[src/rtl/core_io_pkg.sv]
// Shared types and constants for the core byte-output path (serial transmitter).
package core_io_pkg;

  localparam int unsigned UART_DATA_BITS = 8;
  localparam logic        TX_IDLE_LEVEL  = 1'b1;

  typedef enum logic [2:0] {
    IDLE,
    START,
    DATA,
    PARITY,
    STOP
  } tx_state_t;

endpackage

[src/rtl/core_uart_tx_if.sv]
// Core-side output port of the serial transmitter: byte handshake plus line and status.
interface core_uart_tx_if
  import core_io_pkg::*;
#(
  parameter int unsigned FIFO_DEPTH = 4
) ();

  localparam int unsigned CNT_W = $clog2(FIFO_DEPTH) + 1;

  logic                      OUTE;
  logic [UART_DATA_BITS-1:0] OUTDATA;
  logic                      OUT_READY;
  logic                      TXD;
  logic                      TX_BUSY;
  logic [CNT_W-1:0]          FIFO_COUNT;

  modport master (
    output OUTE, OUTDATA,
    input  OUT_READY, TXD, TX_BUSY, FIFO_COUNT
  );

  modport slave (
    input  OUTE, OUTDATA,
    output OUT_READY, TXD, TX_BUSY, FIFO_COUNT
  );

endinterface

[src/rtl/core_tx_fifo.sv]
// Byte FIFO feeding the serial transmitter; DEPTH must be a power of two >= 2.
module core_tx_fifo
  import core_io_pkg::*;
#(
  parameter int unsigned DEPTH = 4
) (
  input  logic                        clk_i,
  input  logic                        rst_ni,
  input  logic                        push_i,
  input  logic [UART_DATA_BITS-1:0]   data_i,
  input  logic                        pop_i,
  output logic [UART_DATA_BITS-1:0]   data_o,
  output logic                        full_o,
  output logic                        empty_o,
  output logic [$clog2(DEPTH):0]      count_o
);

  localparam int unsigned AW = $clog2(DEPTH);
  localparam int unsigned CW = AW + 1;

  logic [UART_DATA_BITS-1:0] mem_q [DEPTH];
  logic [AW-1:0]             wr_ptr_q, wr_ptr_d;
  logic [AW-1:0]             rd_ptr_q, rd_ptr_d;
  logic [CW-1:0]             count_q, count_d;
  logic                      do_push, do_pop;

  // Full blocks a push even when a pop lands on the same edge.
  assign full_o  = (count_q == CW'(DEPTH));
  assign empty_o = (count_q == '0);
  assign do_push = push_i && !full_o;
  assign do_pop  = pop_i && !empty_o;
  assign data_o  = mem_q[rd_ptr_q];
  assign count_o = count_q;

  always_comb begin
    wr_ptr_d = wr_ptr_q;
    rd_ptr_d = rd_ptr_q;
    count_d  = count_q;
    if (do_push) wr_ptr_d = wr_ptr_q + AW'(1);
    if (do_pop)  rd_ptr_d = rd_ptr_q + AW'(1);
    case ({do_push, do_pop})
      2'b10:   count_d = count_q + CW'(1);
      2'b01:   count_d = count_q - CW'(1);
      default: count_d = count_q;
    endcase
  end

  always_ff @(posedge clk_i or negedge rst_ni) begin
    if (!rst_ni) begin
      wr_ptr_q <= '0;
      rd_ptr_q <= '0;
      count_q  <= '0;
    end else begin
      wr_ptr_q <= wr_ptr_d;
      rd_ptr_q <= rd_ptr_d;
      count_q  <= count_d;
    end
  end

  always_ff @(posedge clk_i) begin
    if (do_push) mem_q[wr_ptr_q] <= data_i;
  end

endmodule

[src/rtl/core_uart_tx.sv]
// Buffered async serial transmitter: 8 data bits LSB first, one stop bit.
// Define CORE_UART_TX_PARITY_EN to insert an even-parity bit before the stop bit.
module core_uart_tx
  import core_io_pkg::*;
#(
  parameter int unsigned CLK_PER_BIT = 868,
  parameter int unsigned FIFO_DEPTH  = 4
) (
  input  logic          CLK,
  input  logic          RST_N,
  core_uart_tx_if.slave bus
);

  localparam int unsigned CW = $clog2(CLK_PER_BIT);
  localparam int unsigned IW = $clog2(UART_DATA_BITS);
  localparam int unsigned NW = $clog2(FIFO_DEPTH) + 1;

  tx_state_t                 state_q, state_d;
  logic [CW-1:0]             bit_cnt_q, bit_cnt_d;
  logic [IW-1:0]             bit_idx_q, bit_idx_d;
  logic [UART_DATA_BITS-1:0] shift_q, shift_d;
  logic                      txd_q, txd_d;
  logic                      bit_end;
  logic                      fifo_pop, fifo_full, fifo_empty;
  logic [UART_DATA_BITS-1:0] fifo_data;
  logic [NW-1:0]             fifo_count;
`ifdef CORE_UART_TX_PARITY_EN
  logic                      parity_q, parity_d;
`endif

  core_tx_fifo #(
    .DEPTH (FIFO_DEPTH)
  ) u_fifo (
    .clk_i   (CLK),
    .rst_ni  (RST_N),
    .push_i  (bus.OUTE),
    .data_i  (bus.OUTDATA),
    .pop_i   (fifo_pop),
    .data_o  (fifo_data),
    .full_o  (fifo_full),
    .empty_o (fifo_empty),
    .count_o (fifo_count)
  );

  assign bus.OUT_READY  = !fifo_full;
  assign bus.TXD        = txd_q;
  assign bus.TX_BUSY    = (state_q != IDLE) || !fifo_empty;
  assign bus.FIFO_COUNT = fifo_count;

  assign bit_end = (bit_cnt_q == CW'(CLK_PER_BIT - 1));

  always_comb begin
    state_d   = state_q;
    bit_cnt_d = bit_cnt_q;
    bit_idx_d = bit_idx_q;
    shift_d   = shift_q;
    fifo_pop  = 1'b0;
`ifdef CORE_UART_TX_PARITY_EN
    parity_d  = parity_q;
`endif

    if (state_q != IDLE) bit_cnt_d = bit_end ? '0 : bit_cnt_q + CW'(1);

    case (state_q)
      IDLE: begin
        if (!fifo_empty) begin
          fifo_pop  = 1'b1;
          shift_d   = fifo_data;
          bit_cnt_d = '0;
          bit_idx_d = '0;
          state_d   = START;
`ifdef CORE_UART_TX_PARITY_EN
          parity_d  = ^fifo_data;
`endif
        end
      end
      START: if (bit_end) state_d = DATA;
      DATA: begin
        if (bit_end) begin
          if (bit_idx_q == IW'(UART_DATA_BITS - 1)) begin
`ifdef CORE_UART_TX_PARITY_EN
            state_d = PARITY;
`else
            state_d = STOP;
`endif
          end else begin
            bit_idx_d = bit_idx_q + IW'(1);
            shift_d   = shift_q >> 1;
          end
        end
      end
      PARITY:  if (bit_end) state_d = STOP;
      STOP:    if (bit_end) state_d = IDLE;
      default: state_d = IDLE;
    endcase
  end

  // TXD is registered from the next state so the line changes on the same edge as the state.
  always_comb begin
    txd_d = TX_IDLE_LEVEL;
    case (state_d)
      START:   txd_d = 1'b0;
      DATA:    txd_d = shift_d[0];
`ifdef CORE_UART_TX_PARITY_EN
      PARITY:  txd_d = parity_d;
`endif
      default: txd_d = TX_IDLE_LEVEL;
    endcase
  end

  always_ff @(posedge CLK or negedge RST_N) begin
    if (!RST_N) begin
      state_q   <= IDLE;
      bit_cnt_q <= '0;
      bit_idx_q <= '0;
      shift_q   <= '0;
      txd_q     <= TX_IDLE_LEVEL;
    end else begin
      state_q   <= state_d;
      bit_cnt_q <= bit_cnt_d;
      bit_idx_q <= bit_idx_d;
      shift_q   <= shift_d;
      txd_q     <= txd_d;
    end
  end

`ifdef CORE_UART_TX_PARITY_EN
  always_ff @(posedge CLK or negedge RST_N) begin
    if (!RST_N) parity_q <= 1'b0;
    else        parity_q <= parity_d;
  end
`endif

endmodule

[src/flat_wrapper.sv]
// flat-port wrapper written by rule: the top's interface ports become plain ports
module core_uart_tx_flat import core_io_pkg::*;
#(
  parameter int unsigned CLK_PER_BIT = 868,
  parameter int unsigned FIFO_DEPTH  = 4
)
  (CLK, RST_N, bus_OUTE, bus_OUTDATA, bus_OUT_READY, bus_TXD, bus_TX_BUSY, bus_FIFO_COUNT);
  core_uart_tx_if #(.FIFO_DEPTH(FIFO_DEPTH)) bus_i ();
  input  logic CLK;
  input  logic RST_N;
  input wire logic [$bits(bus_i.OUTE)-1:0] bus_OUTE;
  input wire logic [$bits(bus_i.OUTDATA)-1:0] bus_OUTDATA;
  output wire logic [$bits(bus_i.OUT_READY)-1:0] bus_OUT_READY;
  output wire logic [$bits(bus_i.TXD)-1:0] bus_TXD;
  output wire logic [$bits(bus_i.TX_BUSY)-1:0] bus_TX_BUSY;
  output wire logic [$bits(bus_i.FIFO_COUNT)-1:0] bus_FIFO_COUNT;
  assign bus_i.OUTE = bus_OUTE;
  assign bus_i.OUTDATA = bus_OUTDATA;
  assign bus_OUT_READY = bus_i.OUT_READY;
  assign bus_TXD = bus_i.TXD;
  assign bus_TX_BUSY = bus_i.TX_BUSY;
  assign bus_FIFO_COUNT = bus_i.FIFO_COUNT;
  core_uart_tx #(.CLK_PER_BIT(CLK_PER_BIT), .FIFO_DEPTH(FIFO_DEPTH)) u_core (.CLK(CLK), .RST_N(RST_N), .bus(bus_i));
endmodule
[config.mk]
export PLATFORM = sky130hd
export DESIGN_NAME = core_uart_tx_flat
export DESIGN_NICKNAME = d
export VERILOG_FILES = /design/src/rtl/core_io_pkg.sv /design/src/rtl/core_uart_tx_if.sv /design/src/rtl/core_tx_fifo.sv /design/src/rtl/core_uart_tx.sv /design/src/flat_wrapper.sv
export SDC_FILE = /design/constraint.sdc
export NUM_CORES = 1
export LEC_CHECK = 0
export BUFFER_PORTS_ARGS = -buffer_cell sky130_fd_sc_hd__clkbuf_2
export CORE_MARGIN = 1.5
export CORE_UTILIZATION = 38
export CTS_CLUSTER_SIZE = 12
export DETAILED_ROUTE_END_ITERATION = 6
export PLACE_DENSITY_LB_ADDON = 0.15
export SYNTH_ARGS = -nofsm -noshare
export SYNTH_HDL_FRONTEND = slang
export SYNTH_SLANG_ARGS = --single-unit
[constraint.sdc]
create_clock -name CLK -period 4 [get_ports CLK]
set_input_delay 1.2 -clock CLK [delete_from_list [all_inputs] [get_ports CLK]]
set_output_delay 1.2 -clock CLK [all_outputs]
set_load 0.03 [all_outputs]
; ---- Word level (Yosys, flattened, before mapping)
; Memory sizes are Yosys's and may differ from the RTL's.
; Cells that the tools add are included.
[op_classes]
n_addsub = 6
multipliers = 0
n_div = 0
n_lt_le_gt_ge = 0
eq_ne = 14
n_shift = 0
n_mux = 25
n_bitwise = 0
n_reduce_logical = 11
[ops]
columns = operator, n
row1 = $mux 10, 4
row2 = $mux 3, 9
row3 = $mux 8, 3
row4 = $pmux 8 s2, 1
row5 = $pmux 3 s5, 1
row6 = $pmux 3 s2, 2
row7 = $add 10x1->10 const B, 1
row8 = $eq 10x10->1 const B, 1
row9 = $eq 3x2->1 const B, 3
row10 = $eq 3x3->1 const B, 3
row11 = $add 3x1->3 const B, 2
row12 = $eq 3x1->1 const B, 2
row13 = $logic_not 3->1, 2
row14 = $add 2x1->2 const B, 2
row15 = $mux 1, 4
row16 = $ne 2x2->1 const B, 2
row17 = $reduce_and 4->1, 1
row18 = $reduce_bool 2->1, 2
row19 = $reduce_bool 3->1, 1
row20 = $sub 3x1->3 const B, 1
row21 = $eq 2x1->1 const B, 1
row22 = $eq 2x2->1 const B, 1
row23 = $logic_and 1x1->1, 2
row24 = $logic_not 1->1, 2
row25 = other kinds (3), 3
[word_totals]
regBits = 32
latchBits = 0
mem_bits_rw = 32
rom_bits = 0
in_bits = 11
output_inout_bits = 6
wordCells = 66
n_memories = 1
[memory_table]
columns = memory, words, width, rd, rd_ports_with_merged_regs, write_ports, line
row1 = u_core.u_fifo.mem_q, 4, 8, 1, 0, 1, core_tx_fifo.sv:21  ; logic [UART_DATA_BITS-1:0] mem_q [DEPTH];

; ---- Longest topological paths before layout
; Gate-level depths: netlist of the first run.
[logic_depth]
depth_word = 6
depth_mapped = 11
mapped_depth_nobuf = 10

; ---- By module
; A second synthesis of the first run with hierarchy kept.
[unflattened]
hier_cells = 212
hier_area_um2 = 2967.8
[modules_own_cells]
columns = module, n_inst, cells_per_inst, area_per_inst_um2, seq_area_each_um2
row1 = core_tx_fifo, 1, 79, 1592.8, 1136.1
row2 = core_uart_tx, 1, 133, 1375.1, 626.9

; ---- Worst setup path before layout of the first run
; Ideal clock, no wire load.
[synth_timing]
path_type = register to output
start = register u_core.u_fifo.count_q[0], in the netlist u_core.u_fifo.count_o[0]
end = output port bus_TX_BUSY
arrival_ps = 1434
required_time_ps = 2800
setup_slack_ps = 1366
path_stages_with_launch = 4
n_path_buf = 0
cell_sequence = dfrtp_1 or3_1 nor2_2 inv_1
[synth_via]
elab_chain_len = 3
[synth_rtl]
columns = element, line
row1 = start: declaration, core_tx_fifo.sv:24  ; logic [CW-1:0] count_q, count_d;
row2 = start signal: assignment, core_tx_fifo.sv:56  ; count_q <= count_d;
row3 = $logic_not 3->1, core_tx_fifo.sv:29  ; assign empty_o = (count_q == '0);
row4 = $logic_not 1->1, core_uart_tx.sv:47  ; assign bus.TX_BUSY = (state_q != IDLE) || !fifo_empty;
row5 = $logic_or 1x1->1, core_uart_tx.sv:47
row6 = end: declaration, flat_wrapper.sv:15  ; output wire logic [$bits(bus_i.TX_BUSY)-1:0] bus_TX_BUSY;
; Every way passes these cells.

; ---- Final worst setup path of the first run
[layout_timing]
start = register u_core.state_q[1]
end = output port bus_TX_BUSY
[layout_via]
elab_chain_len = 2
[layout_rtl]
columns = element, line
row1 = start: declaration, core_uart_tx.sv:18  ; tx_state_t state_q, state_d;
row2 = start signal: assignment, core_uart_tx.sv:119  ; state_q <= state_d;
row3 = $reduce_bool 3->1, core_uart_tx.sv:47
row4 = $logic_or 1x1->1, core_uart_tx.sv:47
; Every way passes these cells.

==> impl_metrics.env, run 1 <==
export IMPL_synth_seq_cells=64
export IMPL_clock_skew_final_ns=0.007510
export IMPL_clockRootBuffer="clkbuf_8"
export IMPL_dr_wl_met2_mm=2.167
export IMPL_netlist_area_um2=2943
export IMPL_path_clk_slew_ns=0.08
export IMPL_via_per_inst=5.069
export IMPL_fin_crit_sh_pct=76.42
export IMPL_layout_setup_ws_ns=0.9430
export IMPL_cts_resized_gates=0
export IMPL_setup_worst_path_start_class="flip-flop"
export IMPL_drt_met1_wl_mm=2.624
export IMPL_vias=1688
export IMPL_grt_pass1_wl_mm=8.749
export IMPL_r2r_end="u_core.u_fifo.count_o[2]$_DFFE_PN0P_"
export IMPL_cts_htree_levels=3
export IMPL_fin_area_um2=3296
export IMPL_synth_largest_area_cell="edfxtp_1"
export IMPL_worst_path_max_delay_cell="dfrtp_1"
export IMPL_synth_xor_area_share_pct=2.381
export IMPL_grtUsageTotal_pct=13.93
export IMPL_synth_area_leaders="edfxtp_1 (33%), dfrtp_1 (26%), mux4_2 (6.1%), ha_1 (3.4%), a22o_1 (2.7%)"
export IMPL_yosys_warnings=0
export IMPL_initial_core_util_pct=39.93
export IMPL_worst_pin_slew_ns=1.006
export IMPL_yosys_area_share_simple_pct=12.54
export IMPL_setup_viol=0
export IMPL_layout_cells_non_filler=333
export IMPL_arrival_ns=1.86
export IMPL_final_layout_size_suffix_gt1_share_pct=23.93
export IMPL_synthMuxAreaShare_pct=8.248
export IMPL_final_util_pct=44.72
export IMPL_maxCapViolCount=0
export IMPL_syn_to_final_growth_pct=11.99
export IMPL_outcome="finished, final reports clean"
export IMPL_hold_class="flip-flop to flip-flop"
export IMPL_gp_congestion=0.7522
export IMPL_numCtsBuffers=9
export IMPL_p_leak_nw=1.328
export IMPL_yosys_area_share_adder_pct=4.082
export IMPL_synth_compound_area_share_pct=9.736
export IMPL_hp_start="u_core.shift_q[4]$_DFFE_PN0P_"
export IMPL_routed_wl_mm=5.089
export IMPL_worstSkewPairLatency_ns=0.34
export IMPL_synth_seq_area_share_pct=59.91
export IMPL_rrSetupSlack_ns=1.60
export IMPL_die_x_um=91
export IMPL_crit_chain="or3_1, nor2_2, inv_1, clkbuf_2"
export IMPL_postCtsSetupBuffers=0
export IMPL_slew_headroom_pct=32.60
export IMPL_synth_ff_type="edfxtp_1"
export IMPL_maxSlewViolCount=0
export IMPL_wl_met3_um=200
export IMPL_synth_distinct_cells=48
export IMPL_synthTopCellsByCount="edfxtp_1 (32), dfrtp_1 (31), nand2_1 (13)"
export IMPL_num_rows=31
export IMPL_critPathKind="flip-flop to output port"
export IMPL_synth_edf_count=32
export IMPL_finalHoldViolCount=0
export IMPL_dpl_instance_area_um2=3093
export IMPL_syn_avg_cell_area_um2=13.95
export IMPL_peakVddDrop_uv=245.9
export IMPL_required_ns=2.80
export IMPL_antenna_found_initial=0
export IMPL_min_period_ns=3.057
export IMPL_placed_cells=317
export IMPL_synth_nets=231
export IMPL_synth_top_area_share_pct=32.65
export IMPL_synth_top_family_by_area="simple AND/OR/NAND/NOR gates"
export IMPL_setup_worst_path_end_class="output port"
export IMPL_top_layer="met4"
export IMPL_wl_per_cell_um=15.28
export IMPL_nNetsFinal=249
export IMPL_dieArea_um2=8281
export IMPL_port_buffers=16
export IMPL_min_delay_worst_endpoint="u_core.shift_q[4]$_DFFE_PN0P_"
export IMPL_cpPeakStageDelay_ns=0.49
export IMPL_syn_inst=211
export IMPL_synth_most_common_cell="edfxtp_1"
export IMPL_grt_max_degree=33
export IMPL_cts_hold_buf=0
export IMPL_pre_cts_ws_ns=1.296
export IMPL_fmaxAchievable_ghz=0.3271
export IMPL_ios=17
export IMPL_p_per_area_nw_per_um2=499.2
export IMPL_drc=0
export IMPL_first_pass_iters=4
export IMPL_detail_route_antenna_nets=0
export IMPL_die_y_um=91
export IMPL_clockBufferDepth=2
export IMPL_rsz0062_at_grt="false"
export IMPL_clock_sinks=64
export IMPL_gr_total_overflow=0
export IMPL_drtIter0Drc=75
export IMPL_coreArea_um2=7370
export IMPL_startpoint="u_core.state_q[1]$_DFF_PN0_"
export IMPL_cts_tree="done"
export IMPL_hpwl_mm=3.522
export IMPL_setup_tns_final_ns=0
export IMPL_timing_rr_start="u_core.state_q[1]$_DFF_PN0_"
export IMPL_worst_path_max_fanout=12
export IMPL_rr_worst_depth=9
export IMPL_async_flop_share_pct=50.00
export IMPL_diodes=0
export IMPL_grt_pass1_vias=1689
export IMPL_min_path_cells=1
-- per-layer routing --
layer	global-route usage, %	vias up
met5	0	-
met4	7.031	0
met3	4.104	6
met2	18.41	35
met1	20.52	810
li1	-	837
-- kinds of logic after synthesis --
family	count (synthesis)
adders and majority gates	9
xor gates and xnor gates	8
muxes	14
and+or+nand+nor	60
DFF	64
buffers and inverters	19
AOI/OAI and AO/OA	37
-- layout by cell type (no fill, tap or decap), types with 2 or more instances in the layout --
cell type / instances
a21o_1: 8
a21oi_1: 6
a22o_1: 9
a31o_2: 2
and3_1: 6
and4bb_2: 2
clkbuf_2: 16
clkbuf_8: 9
clkinvlp_4: 3
dfrtp_1: 31
edfxtp_1: 32
ha_1: 8
inv_1: 9
inv_6: 3
mux2_2: 2
mux2i_1: 4
mux4_2: 8
nand2_1: 13
nand2b_1: 2
nand3_1: 9
nand4_1: 3
nor2_1: 9
nor2_2: 2
nor4_1: 2
nor4b_4: 2
o21ai_0: 4
or3_1: 3
xnor2_1: 5
xor2_1: 3
-- final cells by class --
type                       instances  area, µm²
fill                             697       4074
clock buffer                       9      123.9
inverter                          10      37.54
tap                               99      123.9
multi-input combinational        128       1089
timing repair buffer              16      80.08
sequential                        64       1763
clock inverter                     7      78.83
-- critical path, delay by kind of cell (launching register included) --
kind | cells | cell delay (ns)
buffers and inverters | 2 | 0.26
DFF | 1 | 0.49
and+or+nand+nor | 2 | 0.77
-- registers in the layout, indices dropped and copies added (netlist names) --
register	cells
u_core.bus.TXD	1
u_core.state_q	3
u_core.u_fifo.mem_q	32
u_core.u_fifo.count_o	3
u_core.bit_idx_q	3
u_core.shift_q	8
u_core.u_fifo.rd_ptr_q	2
u_core.u_fifo.wr_ptr_q	2
u_core.bit_cnt_q	10
-- through the flow --
stage | total power [mW] | hold WS, ns
CTS | 1.671 | 0.4849
detailed placement | 1.103 | 0.4675
floorplan | 1.014 | 0.4496
finish | 1.645 | 0.4865
global placement | 1.097 | 0.4620
global route | 1.739 | 0.5146
-- how the worst max path moves through the flow --
stage                   to  slack, ns  depth (start not counted)
2_1_floorplan  bus_TX_BUSY       1.37                          3
3_3_place_gp   bus_TX_BUSY       1.31                          4
3_5_place_dp   bus_TX_BUSY       1.30                          4
4_1_cts        bus_TX_BUSY       0.91                          4
5_1_grt        bus_TX_BUSY       0.82                          4
6_report       bus_TX_BUSY       0.94                          4
-- power breakdown --
group	switching (mW)	total, mW	leakage, nW	internal [mW]
sequential	0.0414	0.833	0.686	0.792
combinational	0.157	0.247	0.549	0.0894
clock	0.271	0.565	0.0929	0.294
total	0.470	1.65	1.33	1.18
Power figures use the tool's default switching activity.
==> run 2, diff against run 1 <==
- clock period: 4 -> 3.2 ns (I/O delays scaled with it)
==> impl_metrics.env, run 2 (synthesis results as in run 1) <==
export IMPL_hold_class="flip-flop to flip-flop"
export IMPL_grt_util_met1_pct=18.98
export IMPL_rsz0062_at_grt="false"
export IMPL_clock_sinks=64
export IMPL_drtIter0Drc=55
export IMPL_final_layout_size_suffix_gt1_share_pct=24.58
export IMPL_rrSetupSlack_ns=0.86
export IMPL_die_x_um=91
export IMPL_area_sequential_um2=1763
export IMPL_p_per_area_nw_per_um2=639.0
export IMPL_fin_crit_sh_pct=84.38
export IMPL_critPathKind="flip-flop to output port"
export IMPL_slew_headroom_pct=47.01
export IMPL_timing_rr_start="u_core.state_q[1]$_DFF_PN0_"
export IMPL_regMostFlops="u_core.u_fifo.mem_q"
export IMPL_setup_worst_path_end_class="output port"
export IMPL_required_ns=2.24
export IMPL_initial_core_util_pct=39.93
export IMPL_grt_pass1_vias=1691
export IMPL_drc=0
export IMPL_reg_largest_list="u_core.u_fifo.mem_q: 32 flops, u_core.bit_cnt_q: 10 flops, u_core.shift_q: 8 flops"
export IMPL_ios=17
export IMPL_cts_hold_buf=0
export IMPL_setup_worst_path_start_class="flip-flop"
export IMPL_dieArea_um2=8281
export IMPL_port_buffers=16
export IMPL_gp_congestion=0.7402
export IMPL_vias=1713
export IMPL_worst_pin_slew_ns=0.7949
export IMPL_arrival_ns=1.74
export IMPL_routed_wl_mm=5.020
export IMPL_clock_skew_final_ns=0.003217
export IMPL_grtUsageMet2_pct=19.65
export IMPL_cts_resized_gates=0
export IMPL_worst_path_max_fanout=12
export IMPL_syn_to_final_growth_pct=13.35
export IMPL_wl_per_cell_um=14.99
export IMPL_multi_input_area_um2=1089
export IMPL_use_met3_pct=4.271
export IMPL_maxSlewViolCount=0
export IMPL_hp_start="u_core.shift_q[4]$_DFFE_PN0P_"
export IMPL_path_clk_slew_ns=0.07
export IMPL_grt_busiest_layer="met2"
export IMPL_diodes=0
export IMPL_final_util_pct=45.26
export IMPL_num_fill_cells=695
export IMPL_largest_register_ffs=32
export IMPL_startpoint="u_core.state_q[1]$_DFF_PN0_"
export IMPL_numCtsBuffers=9
export IMPL_finalHoldViolCount=0
export IMPL_p_leak_nw=1.360
export IMPL_layout_commonest_cell="edfxtp_1"
export IMPL_via_per_inst=5.113
export IMPL_nNetsFinal=251
export IMPL_outcome="finished, final reports clean"
export IMPL_antenna_found_initial=0
export IMPL_worstSkewPairLatency_ns=0.33
export IMPL_clockRootBuffer="clkbuf_8"
export IMPL_whs_ns=0.4791
export IMPL_setup_viol=0
export IMPL_peakVddDrop_uv=374.3
export IMPL_num_rows=31
export IMPL_grtUsageTotal_pct=13.61
export IMPL_maxCapViolCount=0
export IMPL_coreArea_um2=7370
export IMPL_clockBufferDepth=2
export IMPL_detail_route_antenna_nets=0
export IMPL_min_period_ns=2.700
export IMPL_layout_common_cells="edfxtp_1 (32), dfrtp_1 (31), clkbuf_2 (16)"
export IMPL_gr_total_overflow=0
export IMPL_cts_htree_levels=3
export IMPL_grt_max_degree=33
export IMPL_postCtsSetupBuffers=0
export IMPL_grt_pass1_wl_mm=8.597
export IMPL_fmaxAchievable_ghz=0.3703
export IMPL_first_pass_iters=4
export IMPL_die_y_um=91
export IMPL_setup_tns_final_ns=0
export IMPL_cts_tree="done"
export IMPL_hpwl_mm=3.484
run 2: cell count changes in the layout (fill, tap and decap cells not counted), sizes merged:
cell,before,now
buf,0,2
bufinv,1,2
clkinv,0,3
clkinvlp,3,0
inv,13,12
run 2: cell type report:
cell class | count | area share (%)
Clock buffer | 9 | 3.713
Clock inverter | 7 | 3.113
Inverter | 10 | 1.125
Multi-Input combinational cell | 128 | 32.63
Sequential cell | 64 | 52.85
Tap cell | 99 | 3.713
Timing Repair Buffer | 18 | 2.851
run 2: path summary, 6_finish.rpt:
| kind | endpoint | cells after the start |
|---|---|---|
| max | bus_TX_BUSY | 5 |
| min | u_core.shift_q[4]$_DFFE_PN0P_ | 1 |
| max reg2reg | u_core.u_fifo.count_o[2]$_DFFE_PN0P_ | 9 |
| min reg2reg | u_core.shift_q[4]$_DFFE_PN0P_ | 1 |
| max in group asynchronous | u_core.state_q[0]$_DFF_PN0_ | 1 |
| min in group asynchronous | u_core.bit_cnt_q[1]$_DFF_PN0_ | 1 |
run 2: critical path: stages, from the launching register on:
cell,delay (ns)
dfrtp_1,0.49
or3_1,0.44
nor2_2,0.09
buf_4,0.17
inv_1,0.05
clkbuf_2,0.17
run 2: per-stage QoR:
| stage | instances | setup WS [ns] | power [mW] | instance area, µm² |
|---|---|---|---|---|
| finish | 335 | 0.4998 | 2.132 | 3336 |
| global placement | 319 | 0.8320 | 1.380 | 3108 |
| global route | 335 | 0.3779 | 2.247 | 3336 |
| detailed placement | 319 | 0.8050 | 1.379 | 3108 |
| CTS | 335 | 0.4765 | 2.164 | 3336 |
| floorplan | 211 | 0.8030 | 1.267 | 2943 |
run 2: metal layers:
metal | wire length, µm | share of wire, %
met1 | 2463 | 49
met2 | 2343 | 47
met3 | 144 | 2.9
met4 | 69 | 1.4
met5 | 0 | 0
run 2: report_power, final:
group          leakage [nW]  internal, mW  total, mW  switching (mW)
Clock                 0.114         0.448      0.781           0.333
Sequential            0.686         0.990       1.04          0.0500
Combinational         0.559         0.112      0.311           0.198
Total                  1.36          1.55       2.13           0.582
==> run 3, diff against run 2 <==
- clock period: 3.2 -> 2.3 ns (I/O delays scaled with it)
==> impl_metrics.env, run 3 (synthesis results as in run 1) <==
export IMPL_outcome="finished, final reports clean"
export IMPL_drt_met1_wl_mm=2.530
export IMPL_worst_path_max_fanout=5
export IMPL_arrival_ns=1.55
export IMPL_hold_class="input port to async pin"
export IMPL_cpPeakStageDelay_ns=0.45
export IMPL_gr_total_overflow=0
export IMPL_pre_cts_ws_ns=0.1821
export IMPL_routed_wl_mm=5.219
export IMPL_dr_wl_met2_mm=2.462
export IMPL_crit_buf_inv=2
export IMPL_port_buffers=16
export IMPL_grtUsageTotal_pct=14.08
export IMPL_clockBufferDepth=2
export IMPL_drc=0
export IMPL_dieArea_um2=8281
export IMPL_setup_tns_final_ns=0
export IMPL_top_layer="met4"
export IMPL_die_x_um=91
export IMPL_hpwl_mm=3.545
export IMPL_die_y_um=91
export IMPL_worstSkewPairLatency_ns=0.34
export IMPL_layout_commonest_cell="edfxtp_1"
export IMPL_clock_sinks=64
export IMPL_num_fill_cells=697
export IMPL_maxSlewViolCount=0
export IMPL_worst_path_max_delay_cell="dfrtp_2"
export IMPL_reg_largest_list="u_core.u_fifo.mem_q: 32 flops, u_core.bit_cnt_q: 10 flops, u_core.shift_q: 8 flops"
export IMPL_coreArea_um2=7370
export IMPL_grt_max_degree=33
export IMPL_maxCapViolCount=0
export IMPL_p_leak_nw=1.400
export IMPL_required_ns=1.61
export IMPL_regMostFlops="u_core.u_fifo.mem_q"
export IMPL_peakVddDrop_uv=752.7
export IMPL_placed_cells=326
export IMPL_setup_worst_path_start_class="flip-flop"
export IMPL_nNetsFinal=259
export IMPL_wl_met3_um=154
export IMPL_initial_core_util_pct=39.93
export IMPL_final_layout_size_suffix_gt1_share_pct=28.69
export IMPL_clockRootBuffer="clkbuf_8"
export IMPL_slew_headroom_pct=61.91
export IMPL_rsz0062_at_grt="false"
export IMPL_critPathKind="flip-flop to output port"
export IMPL_setup_worst_path_end_class="output port"
export IMPL_via_per_inst=5.143
export IMPL_cts_htree_levels=3
export IMPL_cp_top_family="simple AND/OR/NAND/NOR gates"
export IMPL_grt_pass1_wl_mm=8.845
export IMPL_largest_register_ffs=32
export IMPL_detail_route_antenna_nets=0
export IMPL_setup_viol=0
export IMPL_diodes=0
export IMPL_num_rows=31
export IMPL_ios=17
export IMPL_layout_setup_ws_ns=0.06427
export IMPL_drtIter0Drc=100
export IMPL_layout_cells_non_filler=343
export IMPL_cts_tree="done"
export IMPL_wl_per_cell_um=15.22
export IMPL_first_pass_iters=6
export IMPL_numCtsBuffers=9
export IMPL_min_period_ns=2.236
export IMPL_clock_skew_final_ns=0.006812
export IMPL_fmaxAchievable_ghz=0.4473
export IMPL_gp_congestion=0.7796
export IMPL_path_clk_slew_ns=0.08
export IMPL_layout_common_cells="edfxtp_1 (32), dfrtp_1 (30), clkbuf_2 (15)"
export IMPL_fin_crit_sh_pct=97.21
export IMPL_antenna_found_initial=0
export IMPL_finalHoldViolCount=0
export IMPL_grt_pass1_vias=1815
export IMPL_cts_hold_buf=0
export IMPL_worst_pin_slew_ns=0.5569
export IMPL_vias=1764
export IMPL_crit_chain="or3_4, nor2_2, inv_1, clkbuf_4"
export IMPL_p_per_area_nw_per_um2=878.6
export IMPL_final_util_pct=46.28
export IMPL_syn_to_final_growth_pct=15.90
==> run 3: layout make-up <==
cell class / count / area, µm² / area share [%]
Sequential cell: 64 / 1764 / 51.72
Multi-Input combinational cell: 128 / 1101 / 32.28
Timing Repair Buffer: 26 / 157.7 / 4.622
Clock buffer: 9 / 123.9 / 3.632
Tap cell: 99 / 123.9 / 3.632
Clock inverter: 7 / 102.6 / 3.008
Inverter: 10 / 37.54 / 1.101
==> run 3: power breakdown <==
group,internal [mW],switching (mW),leakage (nW)
clock,0.621,0.467,0.110
combinational,0.179,0.286,0.604
sequential,1.38,0.0643,0.685
==> run 3: path summary, 6_finish.rpt <==
path | end | startpoint | slack [ns] | cells after the start
min reg2reg | u_core.shift_q[2]$_DFFE_PN0P_ | u_core.shift_q[2]$_DFFE_PN0P_ | 0.49 | 1
max | bus_TX_BUSY | u_core.u_fifo.count_o[2]$_DFFE_PN0P_ | 0.06 | 4
min in group CLK | u_core.shift_q[2]$_DFFE_PN0P_ | u_core.shift_q[2]$_DFFE_PN0P_ | 0.49 | 1
max in group asynchronous | u_core.bus.TXD$_DFF_PN1_ | RST_N | 1.60 | 2
max reg2reg | u_core.u_fifo.count_o[2]$_DFFE_PN0P_ | u_core.u_fifo.count_o[0]$_DFFE_PN0P_ | 0.23 | 11
min | u_core.bit_cnt_q[6]$_DFF_PN0_ | RST_N | 0.37 | 2
==> run 3: stage by stage <==
stage	total power [mW]	instance area [µm²]	hold WS [ns]
global placement	1.920	3166	0.4618
detailed placement	1.920	3166	0.4723
CTS	3.032	3403	0.3734
floorplan	1.769	2948	0.3944
finish	2.997	3411	0.3691
global route	3.155	3411	0.3921
==> run 3: what timing repair did <==
item / 4_1_cts / 5_1_grt
buffers inserted: 1 / 0
setup endpoints to repair: 1 / 1
endpoints found under the hold margin: 0 / 0
gates resized for setup: 2 / 2
==> run 3: worst reg2reg max path, cell delays in order, from the launching register on <==
cell	delay [ns]
dfrtp_1	0.38
buf_4	0.15
inv_1	0.10
nand3_2	0.13
and2_4	0.20
inv_1	0.05
ha_1	0.17
inv_1	0.06
fa_1	0.37
xor2_1	0.15
nor2_1	0.11
xor2_1	0.14
==> run 3: layer usage <==
metal	up-vias	GRT usage, %
met3	9	4.523
met2	23	22.51
met1	875	17.92
met4	0	5.078
met5	-	0
li1	857	-
